[src/rtl/mem_arbiter.sv]
// Single-beat bus arbiter sharing one memory port between instruction fetch and data access.
// Alternates grants under contention, discards flushed fetches and aborts unacknowledged transactions.
module mem_arbiter #(
  parameter int ADDR_W  = 32,
  parameter int DATA_W  = 32,
  parameter int TIMEOUT = 16,
  parameter int CNT_W   = 5
) (
  input  logic              clk,
  input  logic              rst,
  input  logic              flush_i,
  input  logic              if_req_i,
  input  logic [ADDR_W-1:0] if_addr_i,
  output logic              if_ack_o,
  output logic [DATA_W-1:0] if_rdata_o,
  input  logic              mem_req_i,
  input  logic              mem_we_i,
  input  logic [ADDR_W-1:0] mem_addr_i,
  input  logic [3:0]        mem_sel_i,
  input  logic [DATA_W-1:0] mem_wdata_i,
  output logic              mem_ack_o,
  output logic [DATA_W-1:0] mem_rdata_o,
  output logic              mem_err_o,
  output logic              if_err_o,
  output logic              stallreq_if_o,
  output logic              stallreq_mem_o,
  output logic              bus_req_o,
  output logic              bus_we_o,
  output logic [ADDR_W-1:0] bus_addr_o,
  output logic [3:0]        bus_sel_o,
  output logic [DATA_W-1:0] bus_wdata_o,
  input  logic              bus_ack_i,
  input  logic [DATA_W-1:0] bus_rdata_i
);

  typedef enum logic [1:0] {IDLE, BUSY, DONE} state_t;

  state_t           state;
  state_t           state_nxt;
  logic             owner_mem;
  logic             last_mem;
  logic             discard;
  logic [CNT_W-1:0] wdog;

  logic grant_mem;
  logic grant_if;
  logic kill;
  logic timeout;
  logic discard_nxt;

  assign stallreq_if_o  = if_req_i & ~if_ack_o;
  assign stallreq_mem_o = mem_req_i & ~mem_ack_o;
  assign discard_nxt    = discard | kill;

  always_ff @(posedge clk or posedge rst) begin
    if (rst) state <= IDLE;
    else     state <= state_nxt;
  end

  // MEM wins a tie unless it was served last; a flush hides the fetch request for that cycle.
  always_comb begin
    state_nxt = state;
    grant_mem = 1'b0;
    grant_if  = 1'b0;
    kill      = 1'b0;
    timeout   = 1'b0;
    case (state)
      IDLE: begin
        grant_mem = mem_req_i & (~(if_req_i & ~flush_i) | ~last_mem);
        grant_if  = if_req_i & ~flush_i & ~grant_mem;
        if (grant_mem | grant_if) state_nxt = BUSY;
      end
      BUSY: begin
        kill    = ~owner_mem & (flush_i | ~if_req_i);
        timeout = ~bus_ack_i & (wdog >= CNT_W'(TIMEOUT - 1));
        if (bus_ack_i | timeout) state_nxt = DONE;
      end
      DONE:    state_nxt = IDLE;
      default: state_nxt = IDLE;
    endcase
  end

  // Requester acks are registered on the BUSY->DONE edge so they are high exactly during DONE.
  always_ff @(posedge clk or posedge rst) begin
    if (rst) begin
      owner_mem   <= 1'b0;
      last_mem    <= 1'b0;
      discard     <= 1'b0;
      wdog        <= '0;
      bus_req_o   <= 1'b0;
      bus_we_o    <= 1'b0;
      bus_addr_o  <= '0;
      bus_sel_o   <= 4'h0;
      bus_wdata_o <= '0;
      if_ack_o    <= 1'b0;
      if_err_o    <= 1'b0;
      if_rdata_o  <= '0;
      mem_ack_o   <= 1'b0;
      mem_err_o   <= 1'b0;
      mem_rdata_o <= '0;
    end else begin
      if_ack_o  <= 1'b0;
      if_err_o  <= 1'b0;
      mem_ack_o <= 1'b0;
      mem_err_o <= 1'b0;
      case (state)
        IDLE: begin
          if (grant_mem | grant_if) begin
            owner_mem   <= grant_mem;
            wdog        <= '0;
            bus_req_o   <= 1'b1;
            bus_we_o    <= grant_mem & mem_we_i;
            bus_addr_o  <= grant_mem ? mem_addr_i : if_addr_i;
            bus_sel_o   <= grant_mem ? mem_sel_i : 4'hF;
            bus_wdata_o <= grant_mem ? mem_wdata_i : '0;
          end
        end
        BUSY: begin
          if (wdog != {CNT_W{1'b1}}) wdog <= wdog + CNT_W'(1);
          discard <= discard_nxt;
          if (state_nxt == DONE) begin
            bus_req_o <= 1'b0;
            if (owner_mem) begin
              mem_ack_o <= 1'b1;
              mem_err_o <= timeout;
              if (bus_ack_i) mem_rdata_o <= bus_rdata_i;
            end else if (!discard_nxt) begin
              if_ack_o <= 1'b1;
              if_err_o <= timeout;
              if (bus_ack_i) if_rdata_o <= bus_rdata_i;
            end
          end
        end
        DONE: begin
          last_mem <= owner_mem;
          discard  <= 1'b0;
        end
        default: ;
      endcase
    end
  end

endmodule

[config.mk]
export PLATFORM = sky130hd
export DESIGN_NAME = mem_arbiter
export DESIGN_NICKNAME = d
export VERILOG_FILES = /design/src/rtl/mem_arbiter.sv
export SDC_FILE = /design/constraint.sdc
export NUM_CORES = 1
export LEC_CHECK = 0
export ABC_AREA = 1
export BUFFER_PORTS_ARGS = -buffer_cell sky130_fd_sc_hd__buf_2
export CAP_MARGIN = 15
export CORE_UTILIZATION = 43
export CTS_CLUSTER_SIZE = 40
export DETAILED_ROUTE_END_ITERATION = 7
export PLACE_DENSITY_LB_ADDON = 0.3
export SYNTH_ARGS = -nofsm -noshare
export SYNTH_HDL_FRONTEND = slang
export SYNTH_SLANG_ARGS = --single-unit
[constraint.sdc]
create_clock -name clk -period 4.3 [get_ports clk]
set_input_delay 0.645 -clock clk [delete_from_list [all_inputs] [get_ports clk]]
set_output_delay 0.645 -clock clk [all_outputs]
set_load 0.01 [all_outputs]
After elaboration in Yosys (flattened, before gate mapping)
Index checks and enable logic that the tools add are counted.
W data, S select, Z words.
Word-level totals
  register bits after elaboration: 148
  bits of input ports: 139
  output and inout port bits: 140
  word-level logic and storage cells: 87
Operators by class
  add/subtract/negate cells: 1
  $lt $le $gt $ge: 1
  equal/unequal tests: 7
  muxes and demuxes: 30
  bitwise operators: 24
  reductions and logical operators: 8
Operators with widths (count)
  $mux W32: 2
  $mux W1: 19
  $mux W5: 2
  $not A1 Y1: 10
  $pmux W5 S2: 1
  $and A1 B1 Y1: 8
  $ne A2 B2 Y1 const B: 3
  $or A1 B1 Y1: 6
  $reduce_and A3 Y1: 2
  $add A5 B1 Y5 const B: 1
  $ge A5 B4 Y1 const B: 1
  $ne A5 B5 Y1 const B: 1
  $reduce_and A5 Y1: 1
  $eq A2 B2 Y1 const B: 2
  $mux W2: 2
  $mux W4: 1
  $pmux W1 S2: 2
  $pmux W2 S2: 1
  $reduce_and A4 Y1: 1
  $reduce_bool A2 Y1: 2
  $eq A2 B1 Y1 const B: 1
  $logic_not A2 Y1: 1
  $reduce_and A2 Y1: 1

Longest topological paths before layout
  depth after elaboration: 13
  depth in mapped cells: 13
  depth with buffers taken out: 13

Least setup slack after synthesis
No wires, ideal clock.
  path kind: flip-flop to flip-flop
  start point: register wdog[0]
  end point: register mem_rdata_o[0]
  library setup time: 0.123 ns
  data arrival time: 1.728 ns
  required time: 4.177 ns
  setup slack: 2.449 ns
  stages on the path, launching flop included: 14
  buffers on the path: 1
  cells stage by stage: dfrtp_1 -> ha_1 -> nand2_1 -> nor2_1 -> ha_1 -> nor2_1 -> nand3_2 -> nand2_2 -> nand2_4 -> nand3_4 -> nor2_4 -> buf_6 -> nand2_1 -> nand2_1
On the way
  longest elaborated chain between the ends: 7
RTL lines
  from (decl): RTL line 43  | logic [CNT_W-1:0] wdog;
  from (signal assigned): RTL line 119  | if (wdog != {CNT_W{1'b1}}) wdog <= wdog + CNT_W'(1);
  $ge A5 B4 Y1: RTL line 75  | timeout = ~bus_ack_i & (wdog >= CNT_W'(TIMEOUT - 1));
  $and A1 B1 Y1: RTL line 75
  $or A1 B1 Y1: RTL line 76  | if (bus_ack_i | timeout) state_nxt = DONE;
  $mux W2: RTL line 76
  $pmux W2 S2: RTL line 67  | case (state)
  $eq A2 B2 Y1: RTL line 121  | if (state_nxt == DONE) begin
  $reduce_and A4 Y1 (no source line)
  to (signal assigned): RTL line 126  | if (bus_ack_i) mem_rdata_o <= bus_rdata_i;
  to (decl): RTL line 22  | output logic [DATA_W-1:0] mem_rdata_o,
No other way between the ends.
A chain may end at the register's enable or synchronous reset.

Worst setup path after layout
  start point: register state[1]
  end point: register if_rdata_o[0]
On the way
  longest elaborated chain between the ends: 5
  elaborated cells between the ends (all ways): 10
  classes of those cells: eq/ne (2); mux (4); bitwise (2); reduce/logical (2)
RTL lines
  from (decl): RTL line 38  | state_t state;
  from (signal assigned): RTL line 57  | else state <= state_nxt;
  branches (longest 4 deep; another with $eq A2 B1 Y1)
  $reduce_and A5 Y1 (no source line) (*)
  to (signal assigned): RTL line 130  | if (bus_ack_i) if_rdata_o <= bus_rdata_i;
  to (decl): RTL line 15  | output logic [DATA_W-1:0] if_rdata_o,
Mark *: on every way between the ends.

==> flow_metrics.env <==
export IMPL_portBuffers=278
export IMPL_drtIter0Drc=386
export IMPL_cts_tree="done"
export IMPL_hold_violations=0
export IMPL_rsz0062_at_grt="false"
export IMPL_required_ns=4.61
export IMPL_final_core_util_pct=59.2
export IMPL_ys_ff_latch=148
export IMPL_place_gp_congestion=0.809
export IMPL_fin_skew_ns=0.00940
export IMPL_hpwl_mm=12.5
export IMPL_grt_util_all_layers_pct=24.0
export IMPL_yosysSeqAreaShare_pct=59.6
export IMPL_cts_sinks=148
export IMPL_timing_final_crit_share_pct=62.0
export IMPL_r2r_start="state[1]"
export IMPL_worstPathMaxFanout=34
export IMPL_die_area_um2=14900
export IMPL_synth_area_top_cells="dfrtp_1, nand2_1, o21ai_0, a22o_1, nand4_1"
export IMPL_relSlewSlack_pct=25.1
export IMPL_peakVddDrop_mv=0.342
export IMPL_drive_gt1_share_pct=37.0
export IMPL_cts_buffers=17
export IMPL_start_util_pct=44.4
export IMPL_row_count=43
export IMPL_r2r_end="if_rdata_o[0]"
export IMPL_critPathLaunch="state[1]"
export IMPL_avgViaCountPerCell=5.06
export IMPL_wl_mm=17.9
export IMPL_fin_hold_ws_ns=0.340
export IMPL_end_kind="flop"
export IMPL_slew_violations=0
export IMPL_yosys_area_top_type="dfrtp_1"
export IMPL_clock_path_buffers=2
export IMPL_p_leak_nw=4.53
export IMPL_synth_top_family_by_area="simple AND/OR/NAND/NOR gates"
export IMPL_setup_violations=0
export IMPL_synth_cell_types=33
export IMPL_muxShareOfSynthArea_pct=0
export IMPL_power_density_nw_per_um2=733
export IMPL_drt_pass1_iter_count=4
export IMPL_yosys_top_cells_count="nand2_1, dfrtp_1, o21ai_0"
export IMPL_arrival_ns=2.98
export IMPL_synth_compound_area_share_pct=14.6
export IMPL_syn2layout_area_growth_pct=33.4
export IMPL_placed_area_um2=7650
export IMPL_globalRouteOverflowTotal=0
export IMPL_grt_first_pass_wirelength_mm=27.0
export IMPL_finalWorstPathRequiredPeriod_ns=2.67
export IMPL_num_io_pins=279
export IMPL_post_cts_resize_count=0
export IMPL_synth_xor_area_share_pct=0
export IMPL_synth_top_area_share_pct=59.6
export IMPL_crit_path_end="if_rdata_o[0]"
export IMPL_htree_num_levels=4
export IMPL_r2r_setup_slack_ns=1.63
export IMPL_fmax_mhz=375
export IMPL_cts_hold_buf=0
export IMPL_p_total_mw=6.07
export IMPL_final_nets=1047
export IMPL_antenna_found_initial=3
export IMPL_synth_edff_count=0
export IMPL_grt_pass1_vias=5249
export IMPL_wl_per_cell_um=16.3
export IMPL_r2r_cells=9
export IMPL_finalSetupTns_ns=0
export IMPL_synth_area_um2=6210
export IMPL_vias=5561
export IMPL_fp_dieW_um=122
export IMPL_core_um2=14000
export IMPL_ant_nets=0
export IMPL_synth_simple_area_share_pct=19.1
export IMPL_insertion_delay_ns=0.43
export IMPL_stdcell_area_um2=8280
export IMPL_syn_instance_count=642
export IMPL_syn_area_per_cell_um2=9.67
export IMPL_clk_pin_slew_ns=0.07
export IMPL_grt_max_degree=75
export IMPL_clockRootBuffer="clkbuf_16"
export IMPL_post_cts_buffers=0
export IMPL_drv_cap=0
export IMPL_run_status="completed"
export IMPL_die_height_um=122
export IMPL_yosysWarningCount=0
export IMPL_yosysMostFrequentCell="nand2_1"
export IMPL_min_path_type="primary input to asynchronous set/reset pin"
export IMPL_worstMarginPinSlew_ns=1.12
export IMPL_ys_flop_type="dfrtp_1"
export IMPL_criticalPathCategory="flop to flop"
export IMPL_drc_errors=0
export IMPL_start_kind="flop"
export IMPL_synth_async_sr_flop_share_pct=100
export IMPL_syn_nets=787
export IMPL_synth_fa_ha_area_share_pct=1.21
cell families (layout without fill, tap and decap cells):
kind of cell,after synthesis,in the layout
and+or+nand+nor,272,272
AOI/OAI and AO/OA,148,148
DFF,148,148
buffers and inverters,68,341
adders and majority gates,6,6
other,0,3
critical path: stages (launching register included):
cell and delay (ns):
dfrtp_1 0.40, inv_1 0.11, ha_1 0.39, inv_1 0.17, nor2_1 0.11, nand2_1 0.07
inv_2 0.46, nand4_4 0.52, nand2_1 0.20, nand2_1 0.09
how the worst min path moves through the flow:
| stage | from | end | slack [ns] | depth (start not counted) |
|---|---|---|---|---|
| 6_report | rst | if_rdata_o[25] | 0.34 | 2 |
| 5_1_grt | rst | if_rdata_o[25] | 0.39 | 2 |
| 4_1_cts | rst | state[0] | 0.36 | 2 |
| 3_5_place_dp | if_rdata_o[16] | if_rdata_o[16] | 0.46 | 2 |
| 3_3_place_gp | bus_req_o | bus_req_o | 0.45 | 2 |
| 2_1_floorplan | wdog[3] | wdog[3] | 0.49 | 2 |
report_power, final:
group          switching [mW]  internal [mW]
Combinational            1.38          0.854
Sequential              0.306           1.97
Clock                   0.607          0.953
Total                    2.30           3.78
through the flow:
stage / cells / worst slack, ns
after floorplan: 642 / 1.79
after global placement: 1063 / 1.62
after detailed placement: 1063 / 1.55
after CTS: 1095 / 1.60
after global routing: 1097 / 1.35
final: 1098 / 1.63
area by class of cell:
type                       instances  area, um2
fill                            1258       5710
sequential                       148       3700
multi-input combinational        426       2170
timing repair buffer             285       1460
clock buffer                      19        453
tap                              180        225
clock inverter                    13        171
inverter                          24       93.8
antenna                            3       7.51
placed cells by master (no fill, tap or decap), drive strengths merged:
cell	synthesis	final
a21oi	3	3
o21bai	1	1
dfrtp	148	148
clkinv	0	4
diode	0	3
o22a	4	4
clkbuf	15	19
inv	24	27
nor3	1	1
ha	6	6
bufinv	0	3
buf	29	285
o21ai	104	104
clkinvlp	0	3
nand4	36	36
a22o	33	33
a31oi	1	1
nor2	42	42
nand3	4	4
o22ai	1	1
a211oi	1	1
nand2	189	189
registers in the layout, indices dropped and copies added, names as in the netlist:
| register | flops |
|---|---|
| mem_ack_o | 1 |
| state | 2 |
| if_rdata_o | 32 |
| bus_wdata_o | 32 |
| bus_addr_o | 32 |
| last_mem | 1 |
| bus_we_o | 1 |
| owner_mem | 1 |
| if_err_o | 1 |
| mem_rdata_o | 32 |
| bus_sel_o | 4 |
| discard | 1 |
| mem_err_o | 1 |
| bus_req_o | 1 |
| wdog | 5 |
| if_ack_o | 1 |
metal layers:
metal	vias up	global-route usage (%)	part of all wire (%)
li1	2696	-	-
met1	2612	29.0	40
met2	235	39.1	49
met3	18	8.66	8.9
met4	0	9.22	1.5
met5	-	0	0
(Power assumes the default switching activity.)
